`src/rtl/serial_add_sched_pkg.sv`:
```
// Shared types and defaults for the bit-serial adder scheduler.
// Holds the FSM state encoding and the round-robin index helper.
package serial_add_sched_pkg;

  localparam int N_REQ_DEF = 4;
  localparam int WIDTH_DEF = 16;
  localparam int CW_DEF    = $clog2(WIDTH_DEF + 1);

  typedef enum logic [1:0] {
    IDLE  = 2'd0,
    LOAD  = 2'd1,
    SHIFT = 2'd2,
    DONE  = 2'd3
  } state_t;

  function automatic int rr_idx(input int base, input int off, input int n);
    return (base + off) % n;
  endfunction

endpackage

```
`src/rtl/serial_add_sched_if.sv`:
```
// Requester-side bus: level requests with packed operands in, one-hot ack with result out.
// The ack pulses for one cycle; the result is stable from the cycle after the ack.
interface serial_add_sched_if #(
  parameter int N_REQ = 4,
  parameter int WIDTH = 16,
  parameter int IDW   = $clog2(N_REQ)
);
  logic [N_REQ-1:0]       req;
  logic [N_REQ*WIDTH-1:0] a_in;
  logic [N_REQ*WIDTH-1:0] b_in;
  logic [N_REQ-1:0]       ack;
  logic [WIDTH-1:0]       result;
  logic                   result_cout;
  logic [IDW-1:0]         result_id;

  modport master (
    output req, a_in, b_in,
    input  ack, result, result_cout, result_id
  );

  modport slave (
    input  req, a_in, b_in,
    output ack, result, result_cout, result_id
  );
endinterface

```
`src/rtl/serial_add_sched_rr_arbiter.sv`:
```
// Combinational round-robin pick: first set request at or after ptr, wrapping.
// Zero latency; gnt is all-zero when no request is pending.
module rr_arbiter
  import serial_add_sched_pkg::*;
#(
  parameter int N_REQ = 4,
  parameter int IDW   = $clog2(N_REQ)
) (
  input  logic [N_REQ-1:0] req,
  input  logic [IDW-1:0]   ptr,
  output logic [N_REQ-1:0] gnt,
  output logic [IDW-1:0]   gnt_id
);

  logic           found;
  logic [IDW-1:0] idx;

  always_comb begin
    gnt    = '0;
    gnt_id = '0;
    found  = 1'b0;
    idx    = '0;
    for (int i = 0; i < N_REQ; i++) begin
      idx = IDW'(rr_idx(int'(ptr), i, N_REQ));
      if (!found && req[idx]) begin
        found      = 1'b1;
        gnt[idx]   = 1'b1;
        gnt_id     = idx;
      end
    end
  end

endmodule

```
`src/rtl/serial_add_sched.sv`:
```
// Shares one bit-serial adder among N_REQ requesters: arbitrate, load, shift WIDTH times, return sum.
// req sampled in IDLE at cycle t gives ack at t+WIDTH+2; requests wait while busy.
module serial_add_sched
  import serial_add_sched_pkg::*;
#(
  parameter int N_REQ = N_REQ_DEF,
  parameter int WIDTH = WIDTH_DEF,
  parameter int CW    = $clog2(WIDTH + 1),
  parameter int IDW   = $clog2(N_REQ)
) (
  input  logic              clk,
  input  logic              rst,
  serial_add_sched_if.slave bus,
  output logic              busy,
  output logic [WIDTH-1:0]  dp_a,
  output logic [WIDTH-1:0]  dp_b,
  output logic              dp_ld,
  output logic              dp_clr,
  output logic              dp_ld_ctr,
  output logic [CW-1:0]     dp_ctr_init,
  output logic              dp_shift,
  output logic              dp_dec_ctr,
  input  logic              dp_eqz,
  input  logic [WIDTH-1:0]  dp_sum,
  input  logic              dp_carry
);

  state_t           state;
  logic [IDW-1:0]   owner;
  logic [IDW-1:0]   ptr;
  logic [N_REQ-1:0] gnt;
  logic [IDW-1:0]   gnt_id;

  rr_arbiter #(.N_REQ(N_REQ), .IDW(IDW)) u_arb (
    .req    (bus.req),
    .ptr    (ptr),
    .gnt    (gnt),
    .gnt_id (gnt_id)
  );

  always_ff @(posedge clk) begin
    if (rst) begin
      state           <= IDLE;
      owner           <= '0;
      ptr             <= '0;
      bus.result      <= '0;
      bus.result_cout <= 1'b0;
      bus.result_id   <= '0;
    end else begin
      case (state)
        IDLE: begin
          if (|gnt) begin
            owner <= gnt_id;
            state <= LOAD;
          end
        end
        LOAD:  state <= SHIFT;
        // The cycle that sees the counter at zero still shifts: WIDTH shifts in total.
        SHIFT: if (dp_eqz) state <= DONE;
        DONE: begin
          bus.result      <= dp_sum;
          bus.result_cout <= dp_carry;
          bus.result_id   <= owner;
          ptr             <= IDW'(rr_idx(int'(owner), 1, N_REQ));
          state           <= IDLE;
        end
        default: state <= IDLE;
      endcase
    end
  end

  always_comb begin
    busy       = (state != IDLE);
    dp_ld      = (state == LOAD);
    dp_clr     = (state == LOAD);
    dp_ld_ctr  = (state == LOAD);
    dp_shift   = (state == SHIFT);
    dp_dec_ctr = (state == SHIFT);
    bus.ack    = '0;
    if (state == DONE) bus.ack[owner] = 1'b1;
  end

  // Operands follow the registered owner so a late req change cannot disturb the load.
  assign dp_a        = bus.a_in[owner*WIDTH +: WIDTH];
  assign dp_b        = bus.b_in[owner*WIDTH +: WIDTH];
  assign dp_ctr_init = CW'(WIDTH - 1);

endmodule

```
`src/flat_wrapper.sv`:
```
// flat-port wrapper written by rule: the top's interface ports become plain ports
module serial_add_sched_flat import serial_add_sched_pkg::*;
#(
  parameter int N_REQ = N_REQ_DEF,
  parameter int WIDTH = WIDTH_DEF,
  parameter int CW    = $clog2(WIDTH + 1),
  parameter int IDW   = $clog2(N_REQ)
)
  (clk, rst, busy, dp_a, dp_b, dp_ld, dp_clr, dp_ld_ctr, dp_ctr_init, dp_shift, dp_dec_ctr, dp_eqz, dp_sum, dp_carry, bus_req, bus_a_in, bus_b_in, bus_ack, bus_result, bus_result_cout, bus_result_id);
  serial_add_sched_if #(.N_REQ(N_REQ), .WIDTH(WIDTH), .IDW(IDW)) bus_i ();
  input  logic clk;
  input  logic rst;
  output logic busy;
  output logic [WIDTH-1:0] dp_a;
  output logic [WIDTH-1:0] dp_b;
  output logic dp_ld;
  output logic dp_clr;
  output logic dp_ld_ctr;
  output logic [CW-1:0] dp_ctr_init;
  output logic dp_shift;
  output logic dp_dec_ctr;
  input  logic dp_eqz;
  input  logic [WIDTH-1:0] dp_sum;
  input  logic dp_carry;
  input wire logic [$bits(bus_i.req)-1:0] bus_req;
  input wire logic [$bits(bus_i.a_in)-1:0] bus_a_in;
  input wire logic [$bits(bus_i.b_in)-1:0] bus_b_in;
  output wire logic [$bits(bus_i.ack)-1:0] bus_ack;
  output wire logic [$bits(bus_i.result)-1:0] bus_result;
  output wire logic [$bits(bus_i.result_cout)-1:0] bus_result_cout;
  output wire logic [$bits(bus_i.result_id)-1:0] bus_result_id;
  assign bus_i.req = bus_req;
  assign bus_i.a_in = bus_a_in;
  assign bus_i.b_in = bus_b_in;
  assign bus_ack = bus_i.ack;
  assign bus_result = bus_i.result;
  assign bus_result_cout = bus_i.result_cout;
  assign bus_result_id = bus_i.result_id;
  serial_add_sched #(.N_REQ(N_REQ), .WIDTH(WIDTH), .CW(CW), .IDW(IDW)) u_core (.clk(clk), .rst(rst), .bus(bus_i), .busy(busy), .dp_a(dp_a), .dp_b(dp_b), .dp_ld(dp_ld), .dp_clr(dp_clr), .dp_ld_ctr(dp_ld_ctr), .dp_ctr_init(dp_ctr_init), .dp_shift(dp_shift), .dp_dec_ctr(dp_dec_ctr), .dp_eqz(dp_eqz), .dp_sum(dp_sum), .dp_carry(dp_carry));
endmodule
```
`config.mk`:
```
export PLATFORM = sky130hd
export DESIGN_NAME = serial_add_sched_flat
export DESIGN_NICKNAME = d
export VERILOG_FILES = /design/src/rtl/serial_add_sched_pkg.sv /design/src/rtl/serial_add_sched_if.sv /design/src/rtl/serial_add_sched_rr_arbiter.sv /design/src/rtl/serial_add_sched.sv /design/src/flat_wrapper.sv
export SDC_FILE = /design/constraint.sdc
export NUM_CORES = 1
export LEC_CHECK = 0
export ABC_CLOCK_PERIOD_IN_PS = 3400
export CORE_MARGIN = 5
export CORE_UTILIZATION = 33
export CTS_CLUSTER_DIAMETER = 200
export DETAILED_ROUTE_END_ITERATION = 7
export PLACE_DENSITY = 0.88
export SYNTH_ARGS = -nofsm -noshare
export SYNTH_HDL_FRONTEND = slang
export SYNTH_SLANG_ARGS = --single-unit
```
`constraint.sdc`:
```
create_clock -name clk -period 3.4 [get_ports clk]
set_input_delay 0.34 -clock clk [delete_from_list [all_inputs] [get_ports clk]]
set_output_delay 0.34 -clock clk [all_outputs]
set_load 0.02 [all_outputs]
```
=== After elaboration in Yosys (flattened, before gate mapping) ===
Index checks and enable logic that the tools add are counted.

* Flip-flop bits (word level): 25
* Output and inout port bits: 66

* Add/sub/neg operators: 4
* $lt $le $gt $ge: 10
* Equal/unequal tests: 5
* Shift-type cells: 2
* Mux-type cells: 33
* Bitwise operators: 3
* Reductions and logical operators: 16

{| class="wikitable"
|+ Operators with widths
! kind !! number
|-
| $shiftx A64 B7 Y16 || 2
|-
| $mux W4 || 5
|-
| $lt A2 B3 Y1 const B || 5
|-
| $mux W1 || 12
|-
| $mux W2 || 6
|-
| $or A4 B4 Y4 || 3
|-
| $demux W1 S2 || 5
|-
| $ge A2 B1 Y1 const B || 5
|-
| $bmux W1 S2 || 4
|-
| $logic_and A1 B1 Y1 || 8
|-
| $pmux W2 S4 || 1
|-
| $add A2 B1 Y2 const B || 2
|-
| $add A2 B2 Y2 const B || 2
|-
| $eq A2 B2 Y1 const B || 2
|-
| $ne A2 B1 Y1 const B || 2
|-
| $reduce_and A2 Y1 || 2
|-
| $reduce_or A4 Y1 || 1
|-
| $logic_not A1 Y1 || 3
|-
| $eq A2 B1 Y1 const B || 1
|-
| $logic_not A2 Y1 || 1
|-
| $reduce_bool A2 Y1 || 1
|}

=== Logic depth before layout (Yosys ltp) ===
* Depth after elaboration: 15
* Mapped depth: 8
* Mapped depth without buffers: 7

=== Modules after synthesis ===
Synthesis repeated with hierarchy kept, for this count alone.

* Cell total of the unflattened synthesis: 220
* Area total of the unflattened synthesis: 2474.9 um^2

{| class="wikitable"
|+ By module, submodules not included
! module !! instances !! cells each !! area an instance (um^2) !! seq. area each (um^2)
|-
| serial_add_sched || 1 || 155 || 1985.7 || 500.5
|-
| rr_arbiter || 1 || 65 || 489.2 || 0.0
|}

=== Worst setup path before layout ===
No wires, ideal clock.

* Kind: flip-flop to flip-flop
* Start: register u_core.ptr[0]
* End: register u_core.state[0]
* Data arrival time: 2.244 ns
* Data required time: 3.284 ns
* Slack: 1.040 ns
* Cell stages (with the launch flop): 9
* Buffers on the path: 1
* Clock period less this slack: 2.360 ns
* Path through: dfxtp_1 buf_6 inv_1 ha_1 mux4_2 nor2b_1 o21ai_1 a311o_1 o211a_1

* Longest elaborated chain between the ends: 15

{| class="wikitable"
|+ Ends and longest elaborated chain
! what !! line !! source
|-
| from (decl) || serial_add_sched.sv:30 || <nowiki>logic [IDW-1:0] ptr;</nowiki>
|-
| from (signal assigned) || serial_add_sched.sv:64 || <nowiki>ptr <= IDW'(rr_idx(int'(owner), 1, N_REQ));</nowiki>
|-
| parallel branches: the longest is 11 deep, another holds $lt A2 B3 Y1 || - ||
|-
| $mux W4 (*) || serial_add_sched_rr_arbiter.sv:25 || <nowiki>if (!found && req[idx]) begin</nowiki>
|-
| $reduce_or A4 Y1 (*) || serial_add_sched.sv:52 || <nowiki>if (|gnt) begin</nowiki>
|-
| $ne A2 B1 Y1 (no line) (*) || - ||
|-
| $reduce_and A2 Y1 (no line) (*) || - ||
|-
| to (signal assigned) || serial_add_sched.sv:54 || <nowiki>state <= LOAD;</nowiki>
|-
| to (signal assigned) || serial_add_sched.sv:57 || <nowiki>LOAD: state <= SHIFT;</nowiki>
|-
| to (signal assigned) || serial_add_sched.sv:59 || <nowiki>SHIFT: if (dp_eqz) state <= DONE;</nowiki>
|-
| to (decl) || serial_add_sched.sv:28 || <nowiki>state_t state;</nowiki>
|}

Every way passes the cells marked *. The select of a mux whose other input is x is not followed.
A chain may end at the register's enable or synchronous reset.

=== Worst setup path after layout ===
* Start: register u_core.ptr[0]
* End: register u_core.state[1]

Same word-level chain as after synthesis.

==> results_dict.tcl <==
set metrics [dict create \
    dieArea_mm2 0.00848 \
    grt_remaining_overflow 0 \
    syn2layout_area_growth_pct 98.6 \
    grt_pass1_vias 2689 \
    die_w_um 92.1 \
    cts_resized 0 \
    p_switching_uw 716 \
    ys_seq_area_share_pct 22.5 \
    arrival_ps 2970 \
    hold_violations 0 \
    tns_ps 0 \
    max_freq_mhz 362 \
    syn_area_mm2 0.00222 \
    setup_viol 0 \
    routed_wl_um 9720 \
    drt_first_pass_iters 4 \
    wl_per_cell_um 20.7 \
    ys_seq_elements 25 \
    yosys_warnings 0 \
    ctsHoldBuffers 0 \
    cts_tree "built" \
    grt_setup_unrepaired "no" \
    p_int_mw 1.13 \
    die_y_um 92.1 \
    min_period_ps 2760 \
    ios 218 \
    start_kind "flip-flop" \
    synth-edff-count 0 \
    start_util_pct 33.3 \
    worstHoldPathType "reg2reg" \
    r2r_setup_slack_ps 640 \
    cp_slowest_cell "dfxtp_1" \
    crit_path_max_incr_delay_ps 660 \
    slew_headroom_pct 39.3 \
    worst-path-buf-inv 1 \
    powerDensity_mw_per_mm2 419 \
    syn_inst 189 \
    cts-buffers-inserted 3 \
    coreArea_mm2 0.00668 \
    diodes 0 \
    cp-end-kind "flip-flop" \
    grt_pass1_wl_um 14800 \
    worst_pin_slew_ps 911 \
    route.detailed.drc 0 \
    swShare_pct 38.7 \
    ys_async_sr_fraction_pct 0 \
    syn_avg_cell_area_um2 11.8 \
    finalClockSkew_ps 1.59 \
    synthDistinctLibCells 36 \
    cts_buffer_depth 2 \
    drt_iter0_markers 62 \
    finalWeightedCongestion 0.857 \
    pwr-share-clk_pct 9.4 \
    seq_power_share_pct 22.8 \
    ir_worst_vdd_mv 0.306 \
    cts.sinks 25 \
    synth_ff_type "dfxtp_1" \
    grtUsageTotal_pct 22.2 \
    setup_slack_ps 635 \
    status "finished clean" \
    required_ps 3600 \
    power_leakage_nw 1.56 \
    crit_chain "inv_1 -> ha_1 -> mux4_2 -> nor2b_1 -> o21ai_1 -> a32oi_1 -> mux2i_1" \
    comb_power_share_pct 67.8 \
    critPathTopFamily "multiplexers" \
    finalPower_mw 1.85 \
    htreeDepth 1 \
    dp.final_hpwl_um 8190 \
    viasPerCell 5.06 \
    drt.antenna.violating_nets 0 \
    post-place-ws_ps 642 \
    clk_latency_ps 270 \
    timing.final.crit_share_pct 81.3 \
    fin_util_pct 66.1 \
    final_nets 557 \
    grt_max_degree 38 \
    grt_antenna_before_repair 0 \
    root_buffer "clkbuf_8" \
    cts.clk_slew.worst_paths_ps 80 \
    hold-worst-slack_ps 500 \
    final_max_slew_viol_count 0 \
    port_buffers 212 \
    rows 30 \
    cp_max_fo 15 \
    cts_setup_buffers 0 \
    path_class "reg2reg" \
    drive_above_1_share_pct 11.6 \
    cap_violations 0 \
    via_count 2375 \
]
[power by group through the flow]
stage	Combinational, mW	Sequential (mW)	Clock (mW)
2_1_floorplan	0.722	0.387	0
3_3_place_gp	1.23	0.426	0
3_5_place_dp	1.26	0.430	0
4_1_cts	1.27	0.424	0.177
5_1_grt	1.33	0.437	0.190
6_report	1.25	0.422	0.173
[stage by stage]
step,cells,area (µm²)
3_5_place_dp,465,4370
2_1_floorplan,192,2230
3_3_place_gp,465,4370
4_1_cts,469,4410
5_1_grt,469,4410
6_report,469,4410
[worst reg2reg max path, delay by kind of cell, from the launching register on]
| kind | cells | cell delay, ps |
|---|---|---|
| flops | 1 | 660 |
| fa+ha+maj | 1 | 440 |
| mux | 2 | 780 |
| compound gates | 2 | 450 |
| buf+inv | 1 | 170 |
| simple gates | 1 | 210 |
[per-layer routing]
layer  GRT usage (%)  up-vias  routed length [µm]  share of wire [%]
met5               0        -                   0                  0
met4            6.68        0                 231                2.4
met3            5.99       18                 817                8.4
met2            40.6      124                4970                 51
met1            24.9     1123                3700                 38
li1                -     1110                   -                  -
[area by class of cell]
| cell class | count | area [µm²] |
|---|---|---|
| Clock buffer | 4 | 45.0 |
| Fill cell | 529 | 2270 |
| Inverter | 9 | 33.8 |
| Multi-Input combinational cell | 136 | 1580 |
| Sequential cell | 25 | 503 |
| Tap cell | 80 | 100 |
| Timing Repair Buffer | 215 | 2160 |
[Yosys cell counts, drive strengths merged, types with 4 or more instances]
library cell  instances  area (µm²)
ha                   15         188
nor2                 23        86.3
buf                  12        86.3
clkbuf               10        37.5
mux4                 36         818
dfxtp                25         500
and2                  4        25.0
inv                   9        33.8
o21ai                 5        25.0
mux2i                22         220
[state kept, by name, summed over array words and instances (netlist names)]
register and count:
u_core.bus.result_id 2, u_core.owner 2, u_core.bus.result_cout 1, u_core.ptr 2, u_core.bus.result 16, u_core.state 2
[final timing paths]
| check | startpoint | cells past startpoint | endpoint |
|---|---|---|---|
| max reg2reg | u_core.ptr[0] | 7 | u_core.state[1] |
| max | u_core.ptr[0] | 7 | u_core.state[1] |
| min reg2reg | u_core.bus.result[8] | 2 | u_core.bus.result[8] |
| min | u_core.bus.result[8] | 2 | u_core.bus.result[8] |
[cells by family after synthesis]
group           Yosys count  share of synthesized area (%)
mux                      60                           47.7
compound gates           16                           5.41
fa+ha+maj                15                           8.45
buf+inv                  31                           7.09
other cells               2                          0.338
flops                    25                           22.5
simple gates             40                           8.45
[cells in the final DEF, fill, tap and decap left out, types with 4 or more instances in the layout]
master and instances:
clkdlybuf4s50_1 212, dfxtp_1 23, conb_1 5, nor2_1 23, ha_1 15, and2_1 4
mux4_2 34, mux2i_1 22, inv_1 9
Power figures use the tool's default switching activity.
